==> config.mk <==
export PLATFORM = sky130hd
export DESIGN_NAME = pc_sequencer
export DESIGN_NICKNAME = d
export VERILOG_FILES = /design/src/rtl/pc_pkg.sv /design/src/rtl/pc_ras.sv /design/src/rtl/pc_sequencer.sv
export SDC_FILE = /design/constraint.sdc
export NUM_CORES = 1
export LEC_CHECK = 0
export ABC_AREA = 0
export CAP_MARGIN = 20
export CELL_PAD_IN_SITES_DETAIL_PLACEMENT = 0
export CELL_PAD_IN_SITES_GLOBAL_PLACEMENT = 1
export CORE_MARGIN = 3
export CORE_UTILIZATION = 42
export DETAILED_ROUTE_END_ITERATION = 10
export GPL_ROUTABILITY_DRIVEN = 0
export PLACE_DENSITY = 0.81
export SYNTH_ARGS = -nofsm -noshare
export SYNTH_HDL_FRONTEND = slang
export SYNTH_SLANG_ARGS = --single-unit
==> constraint.sdc <==
create_clock -name clk -period 6.45 [get_ports clk]
set_clock_uncertainty 0.1 [all_clocks]
set_input_delay 1.29 -clock clk [delete_from_list [all_inputs] [get_ports clk]]
set_output_delay 1.29 -clock clk [all_outputs]
set_load 0.01 [all_outputs]
==> src/rtl/pc_pkg.sv <==
// Shared definitions for the program-counter stage: next-PC select codes,
// instruction size and the default reset vector.
package pc_pkg;

    typedef enum logic [1:0] {
        PC_SEL_SEQ = 2'b00,
        PC_SEL_BR  = 2'b01,
        PC_SEL_J   = 2'b10,
        PC_SEL_JR  = 2'b11
    } pc_sel_e;

    localparam int unsigned INSTR_BYTES       = 4;
    localparam logic [31:0] RESET_VEC_DEFAULT = 32'h0000_0000;

endpackage

==> src/rtl/pc_ras.sv <==
// Circular return-address stack: push, hitting pop, push+pop replace of the
// top entry, saturating count. Pushing when full overwrites the oldest entry.
module pc_ras #(
    parameter int unsigned WIDTH     = 32,
    parameter int unsigned RAS_DEPTH = 4
) (
    input  logic                           clk,
    input  logic                           startin_n,
    input  logic                           push,
    input  logic                           pop,
    input  logic [WIDTH-1:0]               wdata,
    output logic [WIDTH-1:0]               top_data,
    output logic [$clog2(RAS_DEPTH):0]     count
);

    localparam int unsigned PW = $clog2(RAS_DEPTH);
    localparam int unsigned CW = PW + 1;

    logic [WIDTH-1:0] mem [RAS_DEPTH];
    logic [PW-1:0]    top;
    logic             pop_ok;

    // A pop against an empty stack never moves the pointer.
    assign pop_ok   = pop && (count != '0);
    assign top_data = mem[top];

    always_ff @(posedge clk) begin
        if (!startin_n) begin
            top   <= '0;
            count <= '0;
        end else if (push && !pop_ok) begin
            top <= top + PW'(1);
            if (count != CW'(RAS_DEPTH)) begin
                count <= count + CW'(1);
            end
        end else if (pop_ok && !push) begin
            top   <= top - PW'(1);
            count <= count - CW'(1);
        end
    end

    // Storage has no reset; entries above count are never read as valid.
    always_ff @(posedge clk) begin
        if (startin_n) begin
            if (push && pop_ok) begin
                mem[top] <= wdata;
            end else if (push) begin
                mem[top + PW'(1)] <= wdata;
            end
        end
    end

endmodule

==> src/rtl/pc_sequencer.sv <==
// Program-counter stage: next-PC mux, stall hold, reset vector and RAS.
// Define PC_SEQ_TRACE_EN to print a per-update trace in simulation.
module pc_sequencer
    import pc_pkg::*;
#(
    parameter int unsigned      WIDTH     = 32,
    parameter logic [WIDTH-1:0] RESET_VEC = WIDTH'(RESET_VEC_DEFAULT),
    parameter int unsigned      RAS_DEPTH = 4
) (
    input  logic             clk,
    input  logic             startin_n,
    input  logic             stall,
    input  logic [1:0]       sel,
    input  logic             branch_taken,
    input  logic [WIDTH-1:0] branch_off,
    input  logic [25:0]      jump_target,
    input  logic [WIDTH-1:0] jreg_addr,
    input  logic             ras_push,
    input  logic             ras_pop,
    output logic [WIDTH-1:0] pc_out,
    output logic [WIDTH-1:0] pc_plus4,
    output logic             ras_hit,
    output logic             ras_empty
);

    localparam int unsigned CW = $clog2(RAS_DEPTH) + 1;

    logic [WIDTH-1:0] next_pc;
    logic [WIDTH-1:0] ras_top;
    logic [CW-1:0]    ras_count;
    logic             ras_push_en;
    logic             ras_pop_en;

    assign pc_plus4    = pc_out + WIDTH'(INSTR_BYTES);
    assign ras_empty   = (ras_count == '0);
    assign ras_hit     = (pc_sel_e'(sel) == PC_SEL_JR) && ras_pop && !ras_empty;
    assign ras_push_en = ras_push && !stall;
    assign ras_pop_en  = ras_hit && !stall;

    // Next-PC select; all sums wrap modulo 2^WIDTH.
    always_comb begin
        next_pc = pc_plus4;
        case (pc_sel_e'(sel))
            PC_SEL_SEQ: next_pc = pc_plus4;
            PC_SEL_BR:  if (branch_taken) next_pc = pc_plus4 + (branch_off << 2);
            PC_SEL_J:   next_pc = {pc_plus4[WIDTH-1:28], jump_target, 2'b00};
            PC_SEL_JR:  next_pc = ras_hit ? ras_top : jreg_addr;
            default:    next_pc = pc_plus4;
        endcase
    end

    always_ff @(posedge clk) begin
        if (!startin_n) begin
            pc_out <= RESET_VEC;
        end else if (!stall) begin
            pc_out <= next_pc;
        end
    end

    pc_ras #(
        .WIDTH     (WIDTH),
        .RAS_DEPTH (RAS_DEPTH)
    ) u_ras (
        .clk       (clk),
        .startin_n (startin_n),
        .push      (ras_push_en),
        .pop       (ras_pop_en),
        .wdata     (pc_plus4),
        .top_data  (ras_top),
        .count     (ras_count)
    );

`ifdef PC_SEQ_TRACE_EN
    always_ff @(posedge clk) begin
        if (!startin_n) begin
            $display("pc reset");
        end else if (!stall) begin
            $display("pc %h -> %h sel=%0d ras=%0d", pc_out, next_pc, sel, ras_count);
        end
    end
`endif

endmodule

After elaboration in Yosys (flattened, before gate mapping):

Memories as Yosys holds them, arrays and structs flattened. A register that Yosys moved wholly into a read port is not among the register bits.
Cells that the tools add are included.

* equal/unequal tests: 5
* add/subtract/negate cells: 6
* multiplexer cells: 20
* reduce and logical (&&, ||, !) cells: 18

Operators with widths (number)
* 32-bit one-hot mux with 4 select lines: 1
* 32-bit two-way mux: 3
* 32-bit by 3-bit adder with 32-bit output (second input constant): 1
* 32-bit adder: 1
* 32-bit OR reduction: 1
* 2-bit two-way mux: 5
* 3-bit two-way mux: 3
* 1-bit logical AND: 8
* 1-bit two-way mux: 8
* 2-bit equality test (second input constant): 2
* 1-bit logical NOT: 4
* 3-bit by 1-bit adder with 3-bit output (second input constant): 1
* 3-bit logical NOT: 1
* 3-bit inequality test (second input constant): 1
* 3-bit nonzero test: 1
* 3-bit by 1-bit subtractor with 3-bit output (second input constant): 1
* 2-bit by 1-bit adder with 2-bit output (second input constant): 1
* 2-bit by 1-bit equality test with 1-bit output (second input constant): 1
* 2-bit logical NOT: 1
* 2-bit inequality test (second input constant): 1
* 2-bit AND reduction: 1
* 2-bit nonzero test: 1
* 2-bit by 1-bit subtractor with 2-bit output (second input constant): 1

* input bits: 98
* word-level logic and storage cells: 53
* output and inout bits: 66
* RAM bits: 128
* register bits: 37
* memories: 1

Memories
* u_ras.mem: depth 4, bits a word 32, read ports 1, clocked after Yosys merged registers in 1, wr ports 1, RTL line pc_ras.sv:19 `logic [WIDTH-1:0] mem [RAS_DEPTH];`

Longest topological paths before layout:

* word-level depth: 11
* depth in mapped cells: 19
* depth with buffers taken out: 19

By module:

A second synthesis with hierarchy kept.

* cell total of the unflattened synthesis: 781
* area, all modules: 9263.9 um2

By module, submodules not included
* pc_ras: instances 1, sequential area each 3983.8 um2, area each 5076.1 um2, cells an instance 214
* pc_sequencer: instances 1, sequential area each 640.6 um2, area each 4187.8 um2, cells an instance 567

Worst setup path before layout:

No wires, ideal clock.

* path kind: input-to-reg
* start: input port ras_pop
* end: memory u_ras.mem[3][0], enable pin
* library setup time: 0.468 ns
* path buffers: 3
* data arrival time: 5.122 ns
* required time: 5.882 ns
* cell stages on the path: 9
* setup slack: 0.761 ns
* cell sequence: nand2b_1 > clkbuf_1 > buf_2 > buf_2 > nor2_1 > nand2_1 > ha_1 > xnor2_1 > nor3b_1

* longest elaborated chain between the ends: 10
* elaborated cells on any way between the ends: 14
* those cells by class: 8 x mux; 6 x reduce/logical

Ends and longest elaborated chain
* from (decl): RTL line pc_sequencer.sv:19 `input logic ras_pop,`
* 1-bit logical AND * (2 in a row): RTL line pc_sequencer.sv:36 `assign ras_hit = (pc_sel_e'(sel) == PC_SEL_JR) && ras_pop && !ras_empty;`
* named net ras_hit: RTL line pc_sequencer.sv:22 `output logic ras_hit,`
* 1-bit logical AND *: RTL line pc_sequencer.sv:38 `assign ras_pop_en = ras_hit && !stall;`
* 1-bit logical AND *: RTL line pc_ras.sv:24 `assign pop_ok = pop && (count != '0);`
* 1-bit logical AND *: RTL line pc_ras.sv:45 `if (push && pop_ok) begin`
* 1-bit two-way mux: RTL line pc_ras.sv:45
* 1-bit two-way mux: RTL line pc_ras.sv:44 `if (startin_n) begin`
* 1-bit two-way mux (implied by the code): RTL line pc_ras.sv:48 `mem[top + PW'(1)] <= wdata;`
* 32-bit OR reduction (no source line)
* 2-bit two-way mux (no source line) or 1-bit two-way mux (tied branches)
* to (decl): RTL line pc_ras.sv:19

Mark *: on every way through the listed nets, which the timed path passes. The rest lies on a longest branch.

Final worst setup path:

* start: register pc_out[2]
* end: output port pc_plus4[28]

* longest elaborated chain between the ends: 1

Ends and longest elaborated chain
* from (decl): RTL line pc_sequencer.sv:20 `output logic [WIDTH-1:0] pc_out,`
* from (signal assigned): RTL line pc_sequencer.sv:56 `pc_out <= next_pc;`
* 32-bit by 3-bit adder with 32-bit output: RTL line pc_sequencer.sv:34 `assign pc_plus4 = pc_out + WIDTH'(INSTR_BYTES);`
* to (decl): RTL line pc_sequencer.sv:21 `output logic [WIDTH-1:0] pc_plus4,`

No other way between the ends.

==> results.txt <==
Ranking of synthesized cells by area - edfxtp_1 42%, dfxtp_1 8.5%, mux4_2 8.1%
Main synth FF type - edfxtp_1
Final setup vio count - 0
Complex-gate fraction of the synthesized area - 13.53%
Place WS - 1593 ps
Top Ports - 164
Number of global-route vias before repair - 6979
DRT Wirelength - 26940 µm
DRT Pass-1 Iters - 5
DRC - 0
Fmax achieved - 197.5 MHz
RSZ-0062 raised after global routing - no
Share of the synthesized area in the top cell type - 41.83%
Max-slew headroom - 32.87%
Port bufs - 161
Mapped Area - 0.009189 mm²
DP Wirelength - 18380 µm
First-pass GRT wire length - 40990 µm
Clock latency on the worst-skew pair - 440 ps
Fraction of registers with async set/reset - 0%
Gate power share - 21.3%
Height of the die - 153.9 µm
Initial antenna violation count - 0
WP data arrival - 3670 ps
Largest net degree at the start of global routing - 41
Largest fanout on the critical path - 8
Switch share - 28.43%
Clock power frac - 34.0%
Setup Crit Path Kind - flip-flop to primary output
Die X - 153.9 µm
H-tree depth - 4
Hold Path Origin - u_ras.count[1]
CTS Buffer Depth - 2
CTS sink count - 167
Register bit total from synthesis - 167
Fill cells - 1840
Worst EP required - 5060 ps
Yosys top cell by area - edfxtp_1
Psw - 0.7926 mW
Die area - 0.02369 mm²
Synth top cells by count - 128 x edfxtp_1, 66 x o21ai_0, 59 x a21oi_1
CTS tree - done
Worst slew pin tran - 1001 ps
Pwr dens - 238.0 mW/mm²
CORE AREA - 0.02129 mm²
Post-synth cell types - 66
Seq/Total Area, Yosys - 50.33%
Initial core utilization - 43.17%
Post-synth EDFFs - 128
R2R depth - 17
CTS buffer count - 17
ANT cells - 0
Warnings from Yosys - 0
Area grow syn2layout - 27.49%
Final Max Slew Viols - 0
CTS Hold Bufs - 0
Reg2reg end - pc_out[31]
Share of layout cells above drive strength 1 - 11.32%
Worst-path clk slew - 60 ps
Hold Violations, Final - 0
CTS resizes - 0
Setup Buffers After CTS - 0
Largest family of logic cells by synthesized area - compound AO/OA/AOI/OAI gates
Startpoint Class - flip-flop
Clock root buffer - clkbuf_16
Seq pwr share - 44.7%
Max-capacitance violation count - 0
Leak pwr - 4.302 nW
Most common cell in the synthesized netlist - edfxtp_1
DR vias - 7025
Drt wl/cell - 21.92 µm
Final TNS setup - 0 ps
Post-Syn Instances - 781
Reg2Reg Setup Slack - 1690 ps
Hold Path Cell Cnt - 2
Tot GR Track Use - 22.65%
Initial drt markers - 513
Synth Area in XOR/XNOR - 5.515%
Setup slack of the critical path after layout - 1388 ps
Crit. End Element - primary output
DR vias/cell - 5.716
Post-route ant nets - 0
Min-Delay Endpoint - u_ras.count[1]
Worst R2R Start - pc_out[2]
Crit path time final - 5062 ps
Adder-cell share of the synthesized area - 5.882%
Post-Syn Nets - 921
Total congestion overflow - 0
Multiplexer share of the synthesized area - 11.83%
Simple-gate area share of the yosys netlist - 10.44%
Rows - 53
Nets - 1081
Worst min-delay path category - flip-flop to flip-flop
P_int - 1.995 mW
Status - finished clean
Max IR drop VDD - 0.0001994 V
Fin crit share - 78.48%
Mapped Avg Cell Area - 11.77 µm²
-- placed cells by master (no fill, tap or decap), types with 32 or more instances in the layout --
master / instances
mux4_2: 33
ha_1: 40
xnor2_1: 32
nand2_1: 54
a21oi_1: 57
edfxtp_1: 128
o21ai_0: 66
nor2_1: 57
clkdlybuf4s50_1: 160
dfxtp_1: 38
-- cell type report --
type	count	area [µm²]	share of cell area (%)
inverter	15	56.30	0.4806
clock inverter	13	98.84	0.8437
sequential	167	4626	39.49
tap	275	344.1	2.937
clock buffer	19	442.9	3.781
multi-input combinational	560	4373	37.33
timing repair buffer	180	1774	15.14
-- worst max-delay path, stage by stage, from the launching register on --
cell	delay, ps
dfxtp_1	480
ha_1	280
inv_1	70
nor3_1	180
buf_4	190
nand2_1	80
nor2_1	320
nand3_1	190
nor3_1	280
xor2_1	520
clkdlybuf4s50_1	650
-- per-stage QoR --
| stage | util [%] | area, µm² | hold slack, ps | power [mW] | instances |
|---|---|---|---|---|---|
| floorplan | - | 9189 | 388.9 | 1.614 | 781 |
| global placement | 52.49 | 11170 | 411.5 | 1.854 | 1197 |
| detailed placement | 52.49 | 11170 | 426.9 | 1.860 | 1197 |
| CTS | 55.03 | 11720 | 437.4 | 2.799 | 1229 |
| global route | 55.03 | 11720 | 472.8 | 2.899 | 1229 |
| finish | 55.03 | 11720 | 439.2 | 2.788 | 1229 |
-- sequential cells by signal (all words and copies together) (netlist names), named ones only --
register,count
u_ras.top,2
u_ras.count,3
pc_out,32
u_ras.mem,128
-- power by group through the flow --
| stage | Clock [mW] | Sequential [mW] | Combinational, mW |
|---|---|---|---|
| CTS | 0.958 | 1.25 | 0.595 |
| finish | 0.948 | 1.25 | 0.595 |
| global route | 1.00 | 1.25 | 0.647 |
| detailed placement | 0 | 1.27 | 0.591 |
| global placement | 0 | 1.27 | 0.587 |
| floorplan | 0 | 1.26 | 0.357 |
-- how the worst max path moves through the flow --
stage | startpoint | endpoint | slack [ps]
after CTS | pc_out[2] | pc_plus4[28] | 1390
after global placement | stall | u_ras.mem[0][3] | 1600
after detailed placement | stall | u_ras.mem[0][3] | 1590
final | pc_out[2] | pc_plus4[28] | 1390
after global routing | pc_out[2] | pc_plus4[28] | 1110
after floorplan | ras_pop | u_ras.mem[3][0] | 760
-- layer usage --
layer  wire (µm)  global-route usage [%]  part of all wire [%]  vias to the layer above
met2       12730                   36.08                    47                      255
li1            -                       -                     -                     3300
met1       11800                   31.42                    44                     3427
met3        1751                   4.363                   6.5                       43
met4         659                   7.527                   2.4                        0
met5           0                       0                     0                        -
-- kinds of logic (layout without fill, tap and decap cells) --
group,count (synthesis),after routing
AOI/OAI and AO/OA,199,199
xor gates and xnor gates,57,57
adders and majority gates,42,42
buffers and inverters,54,227
DFF,167,167
muxes,67,67
and+or+nand+nor,195,195
Note: power is estimated with default switching activity, not from simulation.
